===== src/rtl/sumsq_pkg.sv =====
// Shared constants and width helpers for the sum-of-squares scheduler.
package sumsq_pkg;

    localparam int unsigned DEFAULT_WIN_LOG2 = 10;

    // Channel index width; never narrower than one bit.
    function automatic int unsigned chan_w(input int unsigned n);
        return (n <= 2) ? 1 : $clog2(n);
    endfunction

    // Accumulator width: wide enough for a full window of maximum squares.
    function automatic int unsigned acc_w(input int unsigned dw, input int unsigned win_log2);
        return 2 * dw + win_log2;
    endfunction

endpackage


===== src/rtl/sumsq_scheduler_square_pipe.sv =====
// Registered unsigned squarer: an operand register followed by MULT_LAT
// product stages, with a valid/tag sideband carried alongside.
module square_pipe #(
    parameter int unsigned DW       = 10,
    parameter int unsigned TW       = 2,
    parameter int unsigned MULT_LAT = 2
) (
    input  logic            clk,
    input  logic            rst,
    input  logic            clear,
    input  logic            in_valid,
    input  logic [TW-1:0]   in_tag,
    input  logic [DW-1:0]   in_data,
    output logic            out_valid,
    output logic [TW-1:0]   out_tag,
    output logic [2*DW-1:0] out_prod,
    output logic            busy
);

    logic                op_valid_q;
    logic [TW-1:0]       op_tag_q;
    logic [DW-1:0]       op_data_q;
    logic [2*DW-1:0]     op_sq;
    logic [MULT_LAT-1:0] vld_q;
    logic [TW-1:0]       tag_q  [MULT_LAT];
    logic [2*DW-1:0]     prod_q [MULT_LAT];

    // Zero-extend so the product keeps all 2*DW bits.
    assign op_sq = {{DW{1'b0}}, op_data_q} * {{DW{1'b0}}, op_data_q};

    // Valid sideband: flushed by rst or clear so in-flight samples are dropped.
    always_ff @(posedge clk) begin
        if (rst || clear) begin
            op_valid_q <= 1'b0;
            vld_q      <= '0;
        end else begin
            op_valid_q <= in_valid;
            for (int i = 0; i < int'(MULT_LAT); i++) begin
                vld_q[i] <= (i == 0) ? op_valid_q : vld_q[i-1];
            end
        end
    end

    // Data path: no reset needed, qualified by the valid sideband.
    always_ff @(posedge clk) begin
        op_tag_q  <= in_tag;
        op_data_q <= in_data;
        for (int i = 0; i < int'(MULT_LAT); i++) begin
            tag_q[i]  <= (i == 0) ? op_tag_q : tag_q[i-1];
            prod_q[i] <= (i == 0) ? op_sq    : prod_q[i-1];
        end
    end

    assign out_valid = vld_q[MULT_LAT-1];
    assign out_tag   = tag_q[MULT_LAT-1];
    assign out_prod  = prod_q[MULT_LAT-1];
    assign busy      = op_valid_q | (|vld_q);

endmodule


===== src/rtl/sumsq_scheduler.sv =====
// Round-robin shares one squarer between NCH sample streams and accumulates
// per-channel windowed sums of squares, emitting one energy word per window.
module sumsq_scheduler
    import sumsq_pkg::*;
#(
    parameter int unsigned NCH      = 4,
    parameter int unsigned DW       = 10,
    parameter int unsigned WIN_LOG2 = DEFAULT_WIN_LOG2,
    parameter int unsigned MULT_LAT = 2
) (
    input  logic                                clk,
    input  logic                                rst,
    input  logic                                enable,
    input  logic                                clear,
    input  logic [NCH-1:0]                      s_valid,
    input  logic [NCH*DW-1:0]                   s_data,
    output logic [NCH-1:0]                      s_ready,
    output logic                                e_valid,
    output logic [chan_w(NCH)-1:0]              e_chan,
    output logic [acc_w(DW, WIN_LOG2)-1:0]      e_data,
    output logic                                busy
);

    localparam int unsigned CW = chan_w(NCH);
    localparam int unsigned AW = acc_w(DW, WIN_LOG2);

    logic [CW-1:0]       ptr_q, ptr_d;
    logic [CW-1:0]       gnt_idx, idx_c;
    logic                gnt_found, hs;
    logic [DW-1:0]       issue_data;
    logic                r_valid;
    logic [CW-1:0]       r_tag;
    logic [2*DW-1:0]     r_prod;
    logic [AW-1:0]       r_sum;
    logic [AW-1:0]       acc_q [NCH];
    logic [WIN_LOG2-1:0] cnt_q [NCH];
    logic                e_valid_q;
    logic [CW-1:0]       e_chan_q;
    logic [AW-1:0]       e_data_q;

    // Arbiter: first requester at or above the pointer, with wrap.
    always_comb begin
        gnt_found = 1'b0;
        gnt_idx   = '0;
        idx_c     = '0;
        s_ready   = '0;
        for (int unsigned i = 0; i < NCH; i++) begin
            idx_c = CW'((32'(ptr_q) + i) % NCH);
            if (!gnt_found && s_valid[idx_c]) begin
                gnt_found = 1'b1;
                gnt_idx   = idx_c;
            end
        end
        if (!rst && !clear && enable && gnt_found) begin
            s_ready[gnt_idx] = 1'b1;
        end
    end

    assign hs = |s_ready;

    // Operand mux for the granted channel.
    always_comb begin
        issue_data = '0;
        for (int k = 0; k < int'(NCH); k++) begin
            if (gnt_idx == CW'(k)) begin
                issue_data = s_data[k*DW +: DW];
            end
        end
    end

    // Pointer advances past the granted channel only on a handshake.
    always_comb begin
        ptr_d = ptr_q;
        if (clear) begin
            ptr_d = '0;
        end else if (hs) begin
            ptr_d = (gnt_idx == CW'(NCH - 1)) ? '0 : gnt_idx + CW'(1);
        end
    end

    // Pointer register.
    always_ff @(posedge clk) begin
        if (rst) begin
            ptr_q <= '0;
        end else begin
            ptr_q <= ptr_d;
        end
    end

    square_pipe #(
        .DW       (DW),
        .TW       (CW),
        .MULT_LAT (MULT_LAT)
    ) u_square_pipe (
        .clk       (clk),
        .rst       (rst),
        .clear     (clear),
        .in_valid  (hs),
        .in_tag    (gnt_idx),
        .in_data   (issue_data),
        .out_valid (r_valid),
        .out_tag   (r_tag),
        .out_prod  (r_prod),
        .busy      (busy)
    );

    assign r_sum = acc_q[r_tag] + AW'(r_prod);

    // Accumulator bank and output register; clear wins over a retiring sample.
    always_ff @(posedge clk) begin
        if (rst || clear) begin
            for (int k = 0; k < int'(NCH); k++) begin
                acc_q[k] <= '0;
                cnt_q[k] <= '0;
            end
            e_valid_q <= 1'b0;
            if (rst) begin
                e_chan_q <= '0;
                e_data_q <= '0;
            end
        end else begin
            e_valid_q <= 1'b0;
            if (r_valid) begin
                if (cnt_q[r_tag] == {WIN_LOG2{1'b1}}) begin
                    e_data_q     <= r_sum;
                    e_chan_q     <= r_tag;
                    e_valid_q    <= 1'b1;
                    acc_q[r_tag] <= '0;
                    cnt_q[r_tag] <= '0;
                end else begin
                    acc_q[r_tag] <= r_sum;
                    cnt_q[r_tag] <= cnt_q[r_tag] + WIN_LOG2'(1);
                end
            end
        end
    end

    assign e_valid = e_valid_q;
    assign e_chan  = e_chan_q;
    assign e_data  = e_data_q;

endmodule


===== config.mk =====
export PLATFORM = sky130hd
export DESIGN_NAME = sumsq_scheduler
export DESIGN_NICKNAME = d
export VERILOG_FILES = /design/src/rtl/sumsq_pkg.sv /design/src/rtl/sumsq_scheduler_square_pipe.sv /design/src/rtl/sumsq_scheduler.sv
export SDC_FILE = /design/constraint.sdc
export NUM_CORES = 1
export LEC_CHECK = 0
export BUFFER_PORTS_ARGS = -buffer_cell sky130_fd_sc_hd__buf_2
export CORE_MARGIN = 5
export CORE_UTILIZATION = 29
export DETAILED_ROUTE_END_ITERATION = 8
export PLACE_DENSITY_LB_ADDON = 0.2
export SETUP_SLACK_MARGIN = 0.05
export SLEW_MARGIN = 20
export SYNTH_ARGS = -nofsm -noshare
export SYNTH_HDL_FRONTEND = slang
export SYNTH_SLANG_ARGS = --single-unit

===== constraint.sdc =====
create_clock -name clk -period 10.7 [get_ports clk]
set_input_delay 0 -clock clk [delete_from_list [all_inputs] [get_ports clk]]
set_output_delay 0 -clock clk [all_outputs]
set_load 0.01 [all_outputs]

# Word-level counts from Yosys, hierarchy flattened
# Memories as Yosys holds them, arrays and structs flattened.
# Cells that the tools add are included.
# word_totals
latch_bits	0
mem_count	4
out_inout_bits	38
mem_bits_ro	0
register_bits	50
ramBits	204
# op_classes
n_lt_le_gt_ge	6
shift	0
reduce_logical	22
n_mux	50
n_addsub	6
n_eq_ne	5
n_div	0
n_mul	1
bitwise_logic	3
# mem_list
name	depth	word_bits	rd	rd_ports_with_merged_regs	write_ports	line	rtl
acc_q	4	30	1	0	4	sumsq_scheduler.sv:35	logic [AW-1:0] acc_q [NCH];
cnt_q	4	10	1	0	4	sumsq_scheduler.sv:36	logic [WIN_LOG2-1:0] cnt_q [NCH];
u_square_pipe.prod_q	2	20	2	0	2	sumsq_scheduler_square_pipe.sv:26	logic [2*DW-1:0] prod_q [MULT_LAT];
u_square_pipe.tag_q	2	2	2	0	2	sumsq_scheduler_square_pipe.sv:25	logic [TW-1:0] tag_q [MULT_LAT];
# op_table
operator	n
$mux W30	6
$mux W10	6
$add A30 B20 Y30	1
$reduce_or A30 Y1	1
$mux W2	11
$mux W1	21
$mul A10 B10 Y20	1
$lt A2 B3 Y1 const B	5
$add A10 B1 Y10 const B	1
$eq A10 B10 Y1 const B	1
$reduce_or A10 Y1	1
$bmux W1 S2	4
$logic_and A1 B1 Y1	7
$logic_not A1 Y1	5
$add A2 B1 Y2 const B	2
$add A2 B2 Y2 const B	2
$eq A2 B2 Y1 const B	2
$mux W4	1
$reduce_bool A2 Y1	2
$reduce_or A2 Y1	2
$reduce_or A4 Y1	1
$or A1 B1 Y1	3
$reduce_and A3 Y1	1
$demux W1 S2	1
5 further kinds	5

# Logic depth before layout (Yosys ltp)
# depth
word_depth	18
depth_mapped	20
depth_no_buf	19

# Hierarchy
# A second synthesis with hierarchy kept.
# hier_totals
cells_unflattened	1236
area_unflattened_um2	14122.3
# modules_own_cells
mod	cells_per_inst	area_each_um2	n_inst
sumsq_scheduler	795	9820.7	1
square_pipe	441	4301.6	1

# Worst setup path after synthesis
# No wires, ideal clock.
# synth_path
path_type	register to register
from	register u_square_pipe.op_data_q[0]
to	memory u_square_pipe.prod_q[0][18] in the netlist's numbering
n_path_buf	1
slack_ns	5.365
t_arrival_ns	5.213
synth_period_minus_slack_ns	5.335
path_stages_with_launch	18
setup_time_ns	0.122
path_cell_list	dfxtp_1 > clkbuf_1 > nand2_1 > fa_1 > fa_1 > inv_1 > fa_1 > fa_1 > inv_1 > fa_1 > inv_1 > ha_1 > a2111oi_0 > o31a_1 > o221ai_1 > nand2_1 > a21oi_1 > a311o_1
# synth_lines
item	line	rtl
start, declared	sumsq_scheduler_square_pipe.sv:22	logic [DW-1:0] op_data_q;
start signal, assigned	sumsq_scheduler_square_pipe.sv:47	op_data_q <= in_data;
end, declared	sumsq_scheduler_square_pipe.sv:26	

==> impl_metrics.json <==
{
  "status": "finished clean",
  "drt_iter0_drc": 521,
  "track_usage_pct": 12.85,
  "worst_path_most_repeated_cell": "fa_1",
  "clock-sinks": 252,
  "syn_inst": 1189,
  "whs_ns": 0.01293,
  "fmax_mhz": 179.0,
  "tns_ns": 0,
  "hold_viol": 0,
  "crit_arrival_ns": 6.01,
  "n_antenna_cell": 0,
  "worst_setup_path_end_kind": "flip-flop",
  "grt_pass1_wl_um": 53760,
  "slew_violations": 0,
  "num_rows": 79,
  "fin_nets": 1454,
  "synth.avg_cell_area_um2": 11.58,
  "p_per_area_nw_per_um2": 203.6,
  "root_buffer": "clkbuf_16",
  "start_kind": "flip-flop",
  "final_common_cell": "nor2_1",
  "portBuffers": 85,
  "seq_area_frac_synth_pct": 50.60,
  "swShare_pct": 33.13,
  "cts_tree": "built",
  "yosys_warnings": 0,
  "area_delta_synth_final_pct": 16.58,
  "layout_common_cells": "nor2_1 (225), edfxtp_1 (192), inv_1 (98)",
  "fin_crit_ns": 5.587,
  "h-tree-depth": 1,
  "setup-violations-final": 0,
  "route.vias.total": 9001,
  "p_int_mw": 2.186,
  "slew_headroom_pct": 24.91,
  "vdd_drop_max_mv": 0.09416,
  "combinationalPowerShare_pct": 31.8,
  "die_area_um2": 51930,
  "slowest_stage": "a2111oi_1",
  "post-route-util_pct": 34.33,
  "final.setup_skew_ns": 0.04849,
  "clkPwrFrac_pct": 30.8,
  "clk_pin_slew_ns": 0.06,
  "synth_edf_count": 192,
  "cts_buffers": 28,
  "ys_types": 74,
  "die_width_um": 227.9,
  "vias_per_cell": 4.700,
  "hold_class": "in2reg",
  "die_y_um": 227.9,
  "routed_wl_um": 33710,
  "synth-seq-cells": 252,
  "wl_per_cell_um": 17.60,
  "power_leakage_nw": 6.755,
  "ys.flop_type": "edfxtp_1",
  "drc": 0,
  "start_util_pct": 29.45,
  "worst_ep_required_time_ns": 11.13,
  "crit_type": "reg2reg",
  "crit_chain": "nand2_1, fa_1, fa_1, inv_1, fa_1, fa_1, inv_1, fa_1, inv_1, ha_1, a2111oi_1, o31a_1, o221ai_1, nand2_1, a21oi_1, a311o_1",
  "dp_hpwl_um": 22430,
  "critPathMaxStageDelay_ns": 0.67,
  "io_pins": 86,
  "drive_gt1_share_pct": 14.91,
  "grt_start_max_net_pins": 48,
  "synthArstFlopShare_pct": 0,
  "syn_nets": 1357,
  "clockBufferDepth": 3,
  "grt-ovfl-total": 0,
  "synth.cell_area_um2": 13770,
  "power_switching_mw": 1.083,
  "dr.pass1.iters": 4,
  "postCtsResizedCells": 0,
  "dpl-instance-area_um2": 14800,
  "coreArea_um2": 46750,
  "path_max_fanout": 14,
  "antenna_found_initial": 0,
  "place_congestion": 0.7814,
  "grt_pass1_vias": 9505,
  "ant_nets": 0,
  "drv_cap": 0,
  "worst_pin_slew_ns": 1.119,
  "worstSkewPairLatency_ns": 0.58,
  "seqPwrFrac_pct": 37.4,
  "design_area_um2": 16050,
  "rsz0062_at_grt": "no",
  "fin_crit_sh_pct": 52.22
}
## cell families after synthesis
| family | after synthesis | synth area share (%) |
|---|---|---|
| AO/OA/AOI/OAI | 151 | 7.189 |
| XOR/XNOR | 46 | 2.926 |
| adder cells (fa/ha/maj) | 120 | 13.47 |
| buffers and inverters | 151 | 4.471 |
| flip-flops | 252 | 50.60 |
| multiplexers | 48 | 7.297 |
| AND/OR/NAND/NOR | 421 | 14.05 |
## critical path: cells and delay by family (launching register included)
family / cells / cell delay [ns]
simple gates: 2 / 0.32
fa+ha+maj: 6 / 2.88
buf+inv: 3 / 0.14
flops: 1 / 0.53
compound gates: 5 / 1.61
## cells in the mapped netlist (5+ instances only)
library cell,number,share of area [%]
nand4_1,5,0.23
dfxtp_1,60,8.7
nor4_1,5,0.23
fa_1,47,6.8
a22oi_1,11,0.60
a21o_1,15,0.82
and2_1,37,1.7
xnor2_1,31,2.0
xor2_1,15,0.95
mux2i_1,7,0.51
o21ai_0,27,0.98
buf_2,14,0.51
a21oi_1,49,1.8
nor3b_1,7,0.38
edfxtp_1,192,42
nor2_1,225,6.1
nand2_1,70,1.9
ha_1,73,6.6
o21bai_1,5,0.27
buf_1,5,0.14
nor3_1,9,0.33
nor2b_1,9,0.41
nand3_1,16,0.58
mux4_1,12,2.3
inv_1,98,2.7
mux4_2,26,4.3
clkbuf_1,30,0.82
o211ai_1,5,0.27
or3_1,6,0.27
## layout make-up
type / instances / area, um^2
Fill cell: 4682 / 30700
Multi-Input combinational cell: 786 / 6217
Inverter: 98 / 367.9
Clock inverter: 11 / 162.7
Clock buffer: 41 / 819.5
Timing Repair Buffer: 120 / 755.7
Sequential cell: 252 / 6969
Tap cell: 607 / 759.5
## worst paths after layout
check                                startpoint                             endpoint  slack [ns]  cells past startpoint
max reg2reg  u_square_pipe.op_data_q[0]$_DFF_P_  u_square_pipe.prod_q[0][18]$_DFF_P_        5.11                     16
min reg2reg   u_square_pipe.op_tag_q[0]$_DFF_P_    u_square_pipe.tag_q[0][0]$_DFF_P_        0.33                      0
max          u_square_pipe.op_data_q[0]$_DFF_P_  u_square_pipe.prod_q[0][18]$_DFF_P_        5.11                     16
min                                      enable  u_square_pipe.op_valid_q$_SDFF_PP0_        0.01                      5
## routing by layer
layer / vias to the layer above / routed length, um / global-route usage [%] / part of all wire, %
li1: 4358 / - / - / -
met1: 4452 / 15560 / 17.24 / 46
met2: 151 / 16400 / 22.32 / 49
met3: 40 / 1162 / 2.000 / 3.4
met4: 0 / 590 / 2.458 / 1.8
met5: - / 0 / 0 / 0
## stage by stage
stage / cells / power [mW] / setup slack [ns]
final: 1915 / 3.269 / 5.113
after global routing: 1915 / 3.505 / 4.733
after CTS: 1915 / 3.321 / 4.829
after detailed placement: 1836 / 2.281 / 4.843
after global placement: 1836 / 2.282 / 4.952
after floorplan: 1189 / 2.004 / 5.365
## power by group through the flow
stage	registers, mW	clock network (mW)	logic (mW)
final	1.22	1.01	1.04
after global routing	1.24	1.07	1.19
after CTS	1.23	1.04	1.06
after detailed placement	1.25	0	1.04
after global placement	1.24	0	1.04
after floorplan	1.22	0	0.782
## timing repair
item / CTS / global route
hold buffers: 27 / 0
hold endpoints to repair: 16 / 0
setup buffers: 0 / 0
## registers in the layout, indices dropped and copies added (netlist names), 2 cells and up
name and cells:
u_square_pipe.op_tag_q 2, u_square_pipe.prod_q 38, u_square_pipe.op_data_q 10, u_square_pipe.tag_q 4
cnt_q 40, e_data 30, acc_q 120, ptr_q 2
e_chan 2, u_square_pipe.vld_q 2
Power figures use the tool's default switching activity.
